--- config.mk ---
export PLATFORM = sky130hd
export DESIGN_NAME = bist_march_ctrl_flat
export DESIGN_NICKNAME = d
export VERILOG_FILES = /design/src/rtl/bist_pkg.sv /design/src/rtl/bist_march_ctrl_if.sv /design/src/rtl/bist_fail_log.sv /design/src/rtl/bist_march_ctrl.sv /design/src/flat_wrapper.sv
export SDC_FILE = /design/constraint.sdc
export NUM_CORES = 1
export LEC_CHECK = 0
export CAP_MARGIN = 10
export CELL_PAD_IN_SITES_DETAIL_PLACEMENT = 0
export CELL_PAD_IN_SITES_GLOBAL_PLACEMENT = 2
export CORE_MARGIN = 10
export CORE_UTILIZATION = 27
export CTS_CLUSTER_SIZE = 12
export DETAILED_ROUTE_END_ITERATION = 6
export PLACE_DENSITY = 0.77
export SETUP_SLACK_MARGIN = 0.5
export SLEW_MARGIN = 15
export SYNTH_ARGS = -nofsm -noshare
export SYNTH_HDL_FRONTEND = slang
export SYNTH_SLANG_ARGS = --single-unit
--- constraint.sdc ---
create_clock -name clk -period 2.7 [get_ports clk]
set_input_delay 0.54 -clock clk [delete_from_list [all_inputs] [get_ports clk]]
set_output_delay 0.54 -clock clk [all_outputs]
set_load 0.02 [all_outputs]
--- src/rtl/bist_pkg.sv ---
// Shared definitions for the March C- BIST sequencer: FSM states,
// element indices and the per-element march table.
package bist_pkg;

  typedef enum logic [2:0] {
    ST_IDLE,
    ST_LOAD,
    ST_WR_ONLY,
    ST_RD,
    ST_CMP,
    ST_WR,
    ST_DONE
  } state_t;

  localparam logic [2:0] ELEM_M0   = 3'd0;
  localparam logic [2:0] ELEM_M1   = 3'd1;
  localparam logic [2:0] ELEM_M2   = 3'd2;
  localparam logic [2:0] ELEM_M3   = 3'd3;
  localparam logic [2:0] ELEM_M4   = 3'd4;
  localparam logic [2:0] ELEM_M5   = 3'd5;
  localparam logic [2:0] ELEM_LAST = ELEM_M5;

  localparam logic DIR_UP   = 1'b1;
  localparam logic DIR_DOWN = 1'b0;

  typedef struct packed {
    logic dir;
    logic exp_val;
    logic wr_val;
    logic has_read;
    logic has_write;
  } march_elem_t;

  // March C-: {w0} up, (r0,w1) up, (r1,w0) up, (r0,w1) down, (r1,w0) down, (r0) up
  function automatic march_elem_t march_entry(input logic [2:0] elem);
    march_elem_t e;
    e = '0;
    case (elem)
      ELEM_M0: e = '{dir: DIR_UP,   exp_val: 1'b0, wr_val: 1'b0, has_read: 1'b0, has_write: 1'b1};
      ELEM_M1: e = '{dir: DIR_UP,   exp_val: 1'b0, wr_val: 1'b1, has_read: 1'b1, has_write: 1'b1};
      ELEM_M2: e = '{dir: DIR_UP,   exp_val: 1'b1, wr_val: 1'b0, has_read: 1'b1, has_write: 1'b1};
      ELEM_M3: e = '{dir: DIR_DOWN, exp_val: 1'b0, wr_val: 1'b1, has_read: 1'b1, has_write: 1'b1};
      ELEM_M4: e = '{dir: DIR_DOWN, exp_val: 1'b1, wr_val: 1'b0, has_read: 1'b1, has_write: 1'b1};
      ELEM_M5: e = '{dir: DIR_UP,   exp_val: 1'b0, wr_val: 1'b0, has_read: 1'b1, has_write: 1'b0};
      default: e = '0;
    endcase
    return e;
  endfunction

endpackage

--- src/rtl/bist_march_ctrl_if.sv ---
// Sequencer <-> datapath bundle: counter controls, memory strobes,
// and the counter/comparator status coming back.
interface bist_march_ctrl_if #(
  parameter int ADDR_W = 4
);
  logic              cnt_reset;
  logic              cnt_preset;
  logic              cnt_en;
  logic              up_down;
  logic              read;
  logic              write;
  logic              data;
  logic              carry;
  logic              is_equal;
  logic [ADDR_W-1:0] addr;

  modport master (
    output cnt_reset, cnt_preset, cnt_en, up_down, read, write, data,
    input  carry, is_equal, addr
  );

  modport slave (
    input  cnt_reset, cnt_preset, cnt_en, up_down, read, write, data,
    output carry, is_equal, addr
  );
endinterface

--- src/rtl/bist_fail_log.sv ---
// Miscompare log: sticky fail flag, saturating counter and capture of
// the address/element of the first miscompare in a run.
module bist_fail_log #(
  parameter int ADDR_W     = 4,
  parameter int FAIL_CNT_W = 8
) (
  input  logic                  clk,
  input  logic                  rst,
  input  logic                  clear,
  input  logic                  cmp_valid,
  input  logic                  mismatch,
  input  logic [ADDR_W-1:0]     addr,
  input  logic [2:0]            elem,
  output logic                  fail,
  output logic [FAIL_CNT_W-1:0] fail_count,
  output logic [ADDR_W-1:0]     fail_addr,
  output logic [2:0]            fail_elem
);

  // NOTE: sequential state uses non-blocking assignments so every register
  // samples pre-edge values regardless of statement order.
  always_ff @(posedge clk) begin
    if (rst || clear) begin
      fail       <= 1'b0;
      fail_count <= '0;
      fail_addr  <= '0;
      fail_elem  <= '0;
    end else if (cmp_valid && mismatch) begin
      fail <= 1'b1;
      if (fail_count != '1)
        fail_count <= fail_count + FAIL_CNT_W'(1);
      // Capture only while the sticky flag is still clear, i.e. first miscompare.
      if (!fail) begin
        fail_addr <= addr;
        fail_elem <= elem;
      end
    end
  end

endmodule

--- src/rtl/bist_march_ctrl.sv ---
// March C- sequencer driving the BIST counter/memory/comparator datapath.
// Optional: define BIST_STOP_ON_FAIL_EN to end the run at the first miscompare.
module bist_march_ctrl
  import bist_pkg::*;
#(
  parameter int ADDR_W     = 4,
  parameter int FAIL_CNT_W = 8
) (
  input  logic                  clk,
  input  logic                  rst,
  input  logic                  start,
  bist_march_ctrl_if.master     dp,
  output logic                  busy,
  output logic                  done,
  output logic                  fail,
  output logic [FAIL_CNT_W-1:0] fail_count,
  output logic [ADDR_W-1:0]     fail_addr,
  output logic [2:0]            fail_elem
);

  state_t      state, state_nx;
  logic [2:0]  elem, elem_nx;
  march_elem_t cur;
  logic        start_acc;
  logic        cmp_valid;
  logic        end_of_addr;

  assign cur = march_entry(elem);

  always_ff @(posedge clk) begin
    if (rst) begin
      state <= ST_IDLE;
      elem  <= '0;
    end else begin
      state <= state_nx;
      elem  <= elem_nx;
    end
  end

  // NOTE: every output of this block gets a default first, so no path
  // through the case can leave a signal unassigned and infer a latch.
  always_comb begin
    state_nx      = state;
    elem_nx       = elem;
    busy          = 1'b0;
    done          = 1'b0;
    start_acc     = 1'b0;
    cmp_valid     = 1'b0;
    end_of_addr   = 1'b0;
    dp.cnt_reset  = 1'b0;
    dp.cnt_preset = 1'b0;
    dp.cnt_en     = 1'b0;
    dp.up_down    = 1'b0;
    dp.read       = 1'b0;
    dp.write      = 1'b0;
    dp.data       = 1'b0;

    case (state)
      ST_IDLE, ST_DONE: begin
        done = (state == ST_DONE);
        if (start) begin
          start_acc = 1'b1;
          elem_nx   = ELEM_M0;
          state_nx  = ST_LOAD;
        end
      end
      ST_LOAD: begin
        busy          = 1'b1;
        dp.cnt_reset  = cur.dir;
        dp.cnt_preset = !cur.dir;
        state_nx      = cur.has_read ? ST_RD : ST_WR_ONLY;
      end
      ST_WR_ONLY: begin
        busy        = 1'b1;
        dp.write    = 1'b1;
        dp.data     = cur.wr_val;
        end_of_addr = 1'b1;
      end
      ST_RD: begin
        busy     = 1'b1;
        dp.read  = 1'b1;
        dp.data  = cur.exp_val;
        state_nx = ST_CMP;
      end
      ST_CMP: begin
        busy      = 1'b1;
        dp.data   = cur.exp_val;
        cmp_valid = 1'b1;
        if (cur.has_write) state_nx = ST_WR;
        else               end_of_addr = 1'b1;
      end
      ST_WR: begin
        busy        = 1'b1;
        dp.write    = 1'b1;
        dp.data     = cur.wr_val;
        end_of_addr = 1'b1;
      end
      default: state_nx = ST_IDLE;
    endcase

    // Direction is a property of the element, held through all its cycles.
    if (busy) dp.up_down = cur.dir;

    if (end_of_addr) begin
      if (!dp.carry) begin
        dp.cnt_en = 1'b1;
        state_nx  = cur.has_read ? ST_RD : ST_WR_ONLY;
      end else if (elem == ELEM_LAST) begin
        state_nx = ST_DONE;
      end else begin
        elem_nx  = elem + 3'd1;
        state_nx = ST_LOAD;
      end
    end

`ifdef BIST_STOP_ON_FAIL_EN
    if (cmp_valid && !dp.is_equal) begin
      dp.cnt_en = 1'b0;
      state_nx  = ST_DONE;
    end
`endif
  end

  bist_fail_log #(
    .ADDR_W     (ADDR_W),
    .FAIL_CNT_W (FAIL_CNT_W)
  ) u_fail_log (
    .clk        (clk),
    .rst        (rst),
    .clear      (start_acc),
    .cmp_valid  (cmp_valid),
    .mismatch   (!dp.is_equal),
    .addr       (dp.addr),
    .elem       (elem),
    .fail       (fail),
    .fail_count (fail_count),
    .fail_addr  (fail_addr),
    .fail_elem  (fail_elem)
  );

endmodule

--- src/flat_wrapper.sv ---
// flat-port wrapper written by rule: the top's interface ports become plain ports
module bist_march_ctrl_flat import bist_pkg::*;
#(
  parameter int ADDR_W     = 4,
  parameter int FAIL_CNT_W = 8
)
  (clk, rst, start, busy, done, fail, fail_count, fail_addr, fail_elem, dp_cnt_reset, dp_cnt_preset, dp_cnt_en, dp_up_down, dp_read, dp_write, dp_data, dp_carry, dp_is_equal, dp_addr);
  bist_march_ctrl_if #(.ADDR_W(ADDR_W)) dp_i ();
  input  logic clk;
  input  logic rst;
  input  logic start;
  output logic busy;
  output logic done;
  output logic fail;
  output logic [FAIL_CNT_W-1:0] fail_count;
  output logic [ADDR_W-1:0] fail_addr;
  output logic [2:0] fail_elem;
  output wire logic [$bits(dp_i.cnt_reset)-1:0] dp_cnt_reset;
  output wire logic [$bits(dp_i.cnt_preset)-1:0] dp_cnt_preset;
  output wire logic [$bits(dp_i.cnt_en)-1:0] dp_cnt_en;
  output wire logic [$bits(dp_i.up_down)-1:0] dp_up_down;
  output wire logic [$bits(dp_i.read)-1:0] dp_read;
  output wire logic [$bits(dp_i.write)-1:0] dp_write;
  output wire logic [$bits(dp_i.data)-1:0] dp_data;
  input wire logic [$bits(dp_i.carry)-1:0] dp_carry;
  input wire logic [$bits(dp_i.is_equal)-1:0] dp_is_equal;
  input wire logic [$bits(dp_i.addr)-1:0] dp_addr;
  assign dp_cnt_reset = dp_i.cnt_reset;
  assign dp_cnt_preset = dp_i.cnt_preset;
  assign dp_cnt_en = dp_i.cnt_en;
  assign dp_up_down = dp_i.up_down;
  assign dp_read = dp_i.read;
  assign dp_write = dp_i.write;
  assign dp_data = dp_i.data;
  assign dp_i.carry = dp_carry;
  assign dp_i.is_equal = dp_is_equal;
  assign dp_i.addr = dp_addr;
  bist_march_ctrl #(.ADDR_W(ADDR_W), .FAIL_CNT_W(FAIL_CNT_W)) u_core (.clk(clk), .rst(rst), .start(start), .dp(dp_i), .busy(busy), .done(done), .fail(fail), .fail_count(fail_count), .fail_addr(fail_addr), .fail_elem(fail_elem));
endmodule
==> results of run 1 <==
[timing repair]
item | CTS | global route
pin swaps | 2 | 2
cloned | 0 | 0
resized for setup | 23 | 8
setup endpoints to repair | 9 | 4
hold buffers | 0 | 0
setup buffers | 0 | 1
[worst min-delay path: stages (launching register included)]
cell	delay [ns]
dfxtp_1	0.33
mux2i_1	0.07
nor2_1	0.07
[through the flow]
| step | setup WS (ns) | total power [uW] |
|---|---|---|
| 5_1_grt | 0.365 | 1030 |
| 4_1_cts | 0.377 | 970 |
| 2_1_floorplan | 0.548 | 605 |
| 3_5_place_dp | 0.0691 | 731 |
| 6_report | 0.490 | 971 |
| 3_3_place_gp | 0.141 | 723 |
[logic make-up after synthesis]
family	share of synthesized area [%]
xor+xnor	2.05
simple gates	25.7
fa+ha+maj	5.86
mux	10.2
buf+inv	4.10
compound gates	17.8
flops	34.4
[cell usage in the layout (no fill, tap or decap), drive strengths merged, types with 3 or more instances in the layout]
cell / n
a21oi: 10
and2: 3
buf: 5
clkbuf: 5
clkdlybuf4s50: 25
dfxtp: 22
dlygate4sd2: 4
ha: 6
inv: 7
mux2i: 13
nand2: 8
nand3: 5
nor2: 20
nor2b: 6
nor3: 3
nor3b: 3
o21ai: 6
o21bai: 4
[final cells by class]
class / instances / area (um^2)
clock buffers: 4 / 55.1
fillers: 481 / 2880
inverters: 7 / 26.3
multi-input cells: 117 / 827
flip-flops and latches: 22 / 454
well taps: 54 / 67.6
repair buffers: 37 / 353
[path summary, 6_finish.rpt]
check	from	end	slack, ns	cells after the start
hold reg to reg	u_core.u_fail_log.fail_addr[1]	u_core.u_fail_log.fail_addr[1]	0.50	2
hold / removal	u_core.u_fail_log.fail_addr[1]	u_core.u_fail_log.fail_addr[1]	0.50	2
setup / recovery	u_core.elem[0]	dp_cnt_en	0.49	6
setup reg to reg	u_core.elem[0]	u_core.elem[1]	0.83	6
[flip-flops by register name, indices dropped and copies added (netlist names)]
| register | cells |
|---|---|
| u_core.u_fail_log.fail_count | 8 |
| u_core.u_fail_log.fail_addr | 4 |
| u_core.u_fail_log.fail | 1 |
| u_core.state | 3 |
| u_core.elem | 3 |
| u_core.u_fail_log.fail_elem | 3 |
[power by group]
| part | switching (uW) | leakage (uW) | internal (uW) |
|---|---|---|---|
| Sequential | 49.6 | 0.000181 | 347 |
| Combinational | 179 | 0.000452 | 155 |
| Clock | 109 | 0.0000288 | 130 |
[routing by layer]
metal,global-route usage [%],up-vias,part of all wire (%)
li1,-,608,-
met1,10.0,542,44
met2,15.7,20,49
met3,2.76,6,5.8
met4,2.64,0,1.3
met5,0,-,0
==> out/summary.txt, run 1 <==
Status -> finished, final reports clean
Clock slew at reported path FFs -> 0.08 ns
Critical path arrival -> 1.67 ns
Core Region -> 0.00466 mm^2
CP required -> 2.16 ns
Final Wtd Congestion -> 0.850
Die H -> 88.9 um
Avg WL per Cell -> 14.2 um
CP max stage delay -> 0.38 ns
Clk sinks -> 22
Top-area cell type share of the netlist area -> 34.4%
Global-route wire length before repair -> 5690 um
Slew HR -> 63.5%
Post-synth top cells -> dfxtp_1 (22), nor2_1 (20), mux2i_1 (13), a21oi_1 (10), nand2_1 (8)
Synthesis-stage register bit count -> 22
Min Tclk post-route -> 2.21 ns
Ratio of cells with drive above 1 in the final layout -> 13.9%
Part of the cycle the worst path needs -> 81.9%
Critical path endpoint category -> output pin
Worst path cell trace -> ha_1, ha_2, nor4b_4, a211oi_2, nor2_1, buf_4
Initial antenna violation count -> 0
Util after Layout -> 38.3%
Syn nets -> 167
Unique masters post-synth -> 39
Clock Root Buffer -> clkbuf_8
Hold WS -> 0.501 ns
Syn_area_per_cell -> 8.43 um^2
Worst VDD drop -> 0.216 mV
Post-route ant nets -> 0
CTS tree -> yes
Synth area leaders -> dfxtp_1 (34%), mux2i_1 (10%), ha_1 (5.9%)
Effective utilization at floorplan -> 27.5%
DRT Pass-1 Iters -> 4
Die X -> 88.9 um
Clk_skew -> 0.00269 ns
Ports -> 34
Final WL -> 3430 um
Largest net degree at the start of global routing -> 17
Drt drc -> 0
Vias per cell -> 4.88
Worst path bufs/invs -> 1
Antenna diodes -> 0
CTS buffer count -> 3
Post-synthesis cell area -> 0.00128 mm^2
Fmax -> 452 MHz
Post-synth EDFFs -> 0
Vias in the first global route -> 1213
Count leader, synth -> dfxtp_1
Worst-margin pin slew -> 0.548 ns
Post-synth top flop -> dfxtp_1
GR Overflow Total -> 0
Area leader, netlist -> dfxtp_1
Clock Tree Buf Depth -> 2
RSZ-0062 raised after global routing -> true
Synth warn -> 0
Mapped Cells -> 152
CP top delay family -> adder cells
Endpoints failing hold -> 0
DIE AREA -> 0.00790 mm^2
Clock latency on the worst-skew pair -> 0.26 ns
DRT iter0 DRCs -> 72
Max-cap violations -> 0
Final setup violation count -> 0
Post-DP HPWL -> 2560 um
Via count -> 1176
H-Tree Depth -> 1
Worst-path fanout max -> 8
Nature of the critical path startpoint -> flop
Seq/Total Area, Yosys -> 34.4%
Final instance area -> 0.00178 mm^2
Critical-path top delay cell -> dfxtp_4
Pwr dens -> 545 mW/mm^2
CP Class -> reg2out
Worst Hold Class -> reg2reg
Gr usage total -> 8.93%
Leakage -> 0.000661 uW
Placed Area -> 0.00168 mm^2
Slew Viols, Final -> 0
Setup TNS -> 0 ns
Fin nets -> 203
Area growth from synthesis to layout -> 39.2%
Number of I/O port buffers -> 33
Post-synthesis async set-or-reset flop share -> 0%
Non-Filler Instances -> 241
Inst Count DP -> 236
Rows -> 25
Power figures use the tool's default switching activity.
==> inputs of run 2 (changes only) <==
--- a/config.mk
+++ b/config.mk
@@ -9,10 +9,10 @@
 export CELL_PAD_IN_SITES_DETAIL_PLACEMENT = 0
 export CELL_PAD_IN_SITES_GLOBAL_PLACEMENT = 2
 export CORE_MARGIN = 10
-export CORE_UTILIZATION = 27
+export CORE_UTILIZATION = 25
 export CTS_CLUSTER_SIZE = 12
 export DETAILED_ROUTE_END_ITERATION = 6
-export PLACE_DENSITY = 0.77
+export PLACE_DENSITY = 0.75
 export SETUP_SLACK_MARGIN = 0.5
 export SLEW_MARGIN = 15
 export SYNTH_ARGS = -nofsm -noshare
==> constraint.sdc (replaced) <==
create_clock -name clk -period 1.9 [get_ports clk]
set_input_delay 0.38 -clock clk [delete_from_list [all_inputs] [get_ports clk]]
set_output_delay 0.38 -clock clk [all_outputs]
set_load 0.02 [all_outputs]
==> out/summary.txt, run 2 (synthesized netlist as in run 1, its figures left out) <==
Rows -> 25 (unchanged)
Critical path endpoint category -> output pin
GR Overflow Total -> 0 (unchanged)
Core Region -> 0.00485 mm^2 (+4.0%)
Antenna diodes -> 0 (unchanged)
Clock latency on the worst-skew pair -> 0.27 ns (about the same)
Max-cap violations -> 0 (unchanged)
DP Worst Slack -> -0.257 ns (-0.326 ns)
H-Tree Depth -> 1 (unchanged)
Final WL -> 4030 um (+17%)
DIE AREA -> 0.00839 mm^2 (+6.2%)
Clock Root Buffer -> clkbuf_8
Largest net degree at the start of global routing -> 17 (unchanged)
Status -> finished with violations
Critical path arrival -> 1.57 ns (-0.10 ns)
Vias in the first global route -> 1386 (+14%)
Non-Filler Instances -> 293 (+22%)
Pwr dens -> 764 mW/mm^2 (+40%)
CP required -> 1.52 ns (-0.64 ns)
Vias per cell -> 4.66 (-4.6%)
Worst-margin pin slew -> 0.337 ns (-0.210 ns)
Number of I/O port buffers -> 33 (unchanged)
R2R cell count -> 6 (unchanged)
Leakage -> 0.000938 uW (+42%)
Flip-flop count of the largest register after layout -> 8 (unchanged)
Fmax -> 513 MHz
Worst-path fanout max -> 4 (-4)
Avg WL per Cell -> 13.8 um (-3.4%)
Total Power -> 1830 uW (+88%)
DRT iter0 DRCs -> 31 (-57%)
Worst hold path depth -> 2 (unchanged)
Post-cts hold buffer count -> 0 (unchanged)
Inst Count DP -> 273 (+16%)
CTS buffer count -> 3 (unchanged)
DRT Pass-1 Iters -> 4 (unchanged)
Slew HR -> 77.4% (+14 points)
Slew Viols, Final -> 0 (unchanged)
Ports -> 34 (unchanged)
Initial antenna violation count -> 0 (unchanged)
Final setup violation count -> 1 (+1)
Via count -> 1364 (+16%)
Hold WS -> 0.497 ns (-0.00377 ns)
Most common cell after layout, fill and taps aside -> buf_4
Clk_skew -> 0.0111 ns (+0.00838 ns)
Final Wtd Congestion -> 0.872 (+2.6%)
Post-DP HPWL -> 2880 um (+13%)
Nature of the critical path startpoint -> flop
Placed Area -> 0.00196 mm^2 (+17%)
RSZ-0062 raised after global routing -> true
Global-route wire length before repair -> 6730 um (+18%)
Gr usage total -> 9.39% (+0.46 points)
Top Registers -> u_core.u_fail_log.fail_count: 8 flops, u_core.u_fail_log.fail_addr: 4 flops
Ratio of cells with drive above 1 in the final layout -> 53.5% (+40 points)
Drt drc -> 0 (unchanged)
Area growth from synthesis to layout -> 86.5%
Die X -> 91.6 um (+3.0%)
Post-route ant nets -> 0 (unchanged)
Clock slew at reported path FFs -> 0.08 ns (about the same)
Fin nets -> 242 (+19%)
Clk sinks -> 22 (unchanged)
Largest Register -> u_core.u_fail_log.fail_count
Min Tclk post-route -> 1.95 ns
Final setup margin -> -0.0504 ns (-0.540 ns)
Die H -> 91.6 um (+3.0%)
Effective utilization at floorplan -> 26.4% (-1.1 points)
CTS tree -> yes
Most frequent cells in the layout -> buf_4 (31), buf_6 (20), nor2_1 (16)
Failing checks -> setup timing
Clock Tree Buf Depth -> 2 (unchanged)
Final instance area -> 0.00239 mm^2 (+34%)
Worst Hold Class -> reg2reg
Part of the cycle the worst path needs -> 103%
Worst VDD drop -> 0.314 mV (+46%)
Endpoints failing hold -> 0 (unchanged)
CP Class -> reg2out
-- run 2: cell count changes in the layout (fill, tap and decap cells not counted), moves of 6 or more --
cell             before  now
buf_4                 5   31
buf_6                 0   20
clkdlybuf4s50_1      25    7
a21oi_1              10    4
-- run 2: critical path, stage by stage, from the launching register on --
cell and delay [ns]:
dfxtp_4 0.37, ha_4 0.16, ha_4 0.16, nor4b_4 0.27
a211oi_2 0.13, nor2_2 0.11, buf_6 0.12
-- run 2: through the flow --
stage          TNS [ns]  util, %
2_1_floorplan         0        -
3_3_place_gp      -1.04     40.4
3_5_place_dp      -1.14     40.4
4_1_cts         -0.0957     46.4
5_1_grt          -0.187     49.3
6_report        -0.0504     49.3
-- run 2: final cells by class --
type                    count  area [um^2]
multi-input cells         117         1070
fillers                   469         2460
well taps                  67         83.8
repair buffers             76          693
flip-flops and latches     22          464
clock buffers               4         55.1
inverters                   7         26.3
-- run 2: final timing paths --
kind / from / endpoint / slack (ns)
setup / recovery: u_core.elem[1] / dp_cnt_en / -0.05
hold / removal: u_core.u_fail_log.fail_addr[3] / u_core.u_fail_log.fail_addr[3] / 0.50
setup reg to reg: u_core.elem[1] / u_core.elem[0] / 0.17
hold reg to reg: u_core.u_fail_log.fail_addr[3] / u_core.u_fail_log.fail_addr[3] / 0.50
-- run 2: repair_timing --
action | CTS | global route
setup buffers | 9 | 7
pin swaps | 19 | 10
gates resized for setup | 128 | 30
setup endpoints to repair | 47 | 38
-- run 2: metal layers --
metal | part of all wire (%) | routed length, um | vias up | GRT usage (%)
met5 | 0 | 0 | - | 0
met4 | 0.37 | 15 | 0 | 2.22
met3 | 6.4 | 258 | 4 | 3.37
met2 | 51 | 2050 | 29 | 15.9
met1 | 42 | 1710 | 639 | 11.0
li1 | - | - | 692 | -
-- run 2: where the power goes --
part           internal (uW)  switching, uW  total (uW)  leakage [uW]
registers                493           45.2         539      0.000184
logic                    522            422         943      0.000726
clock network            185            160         344     0.0000288
total                   1200            627        1830      0.000938
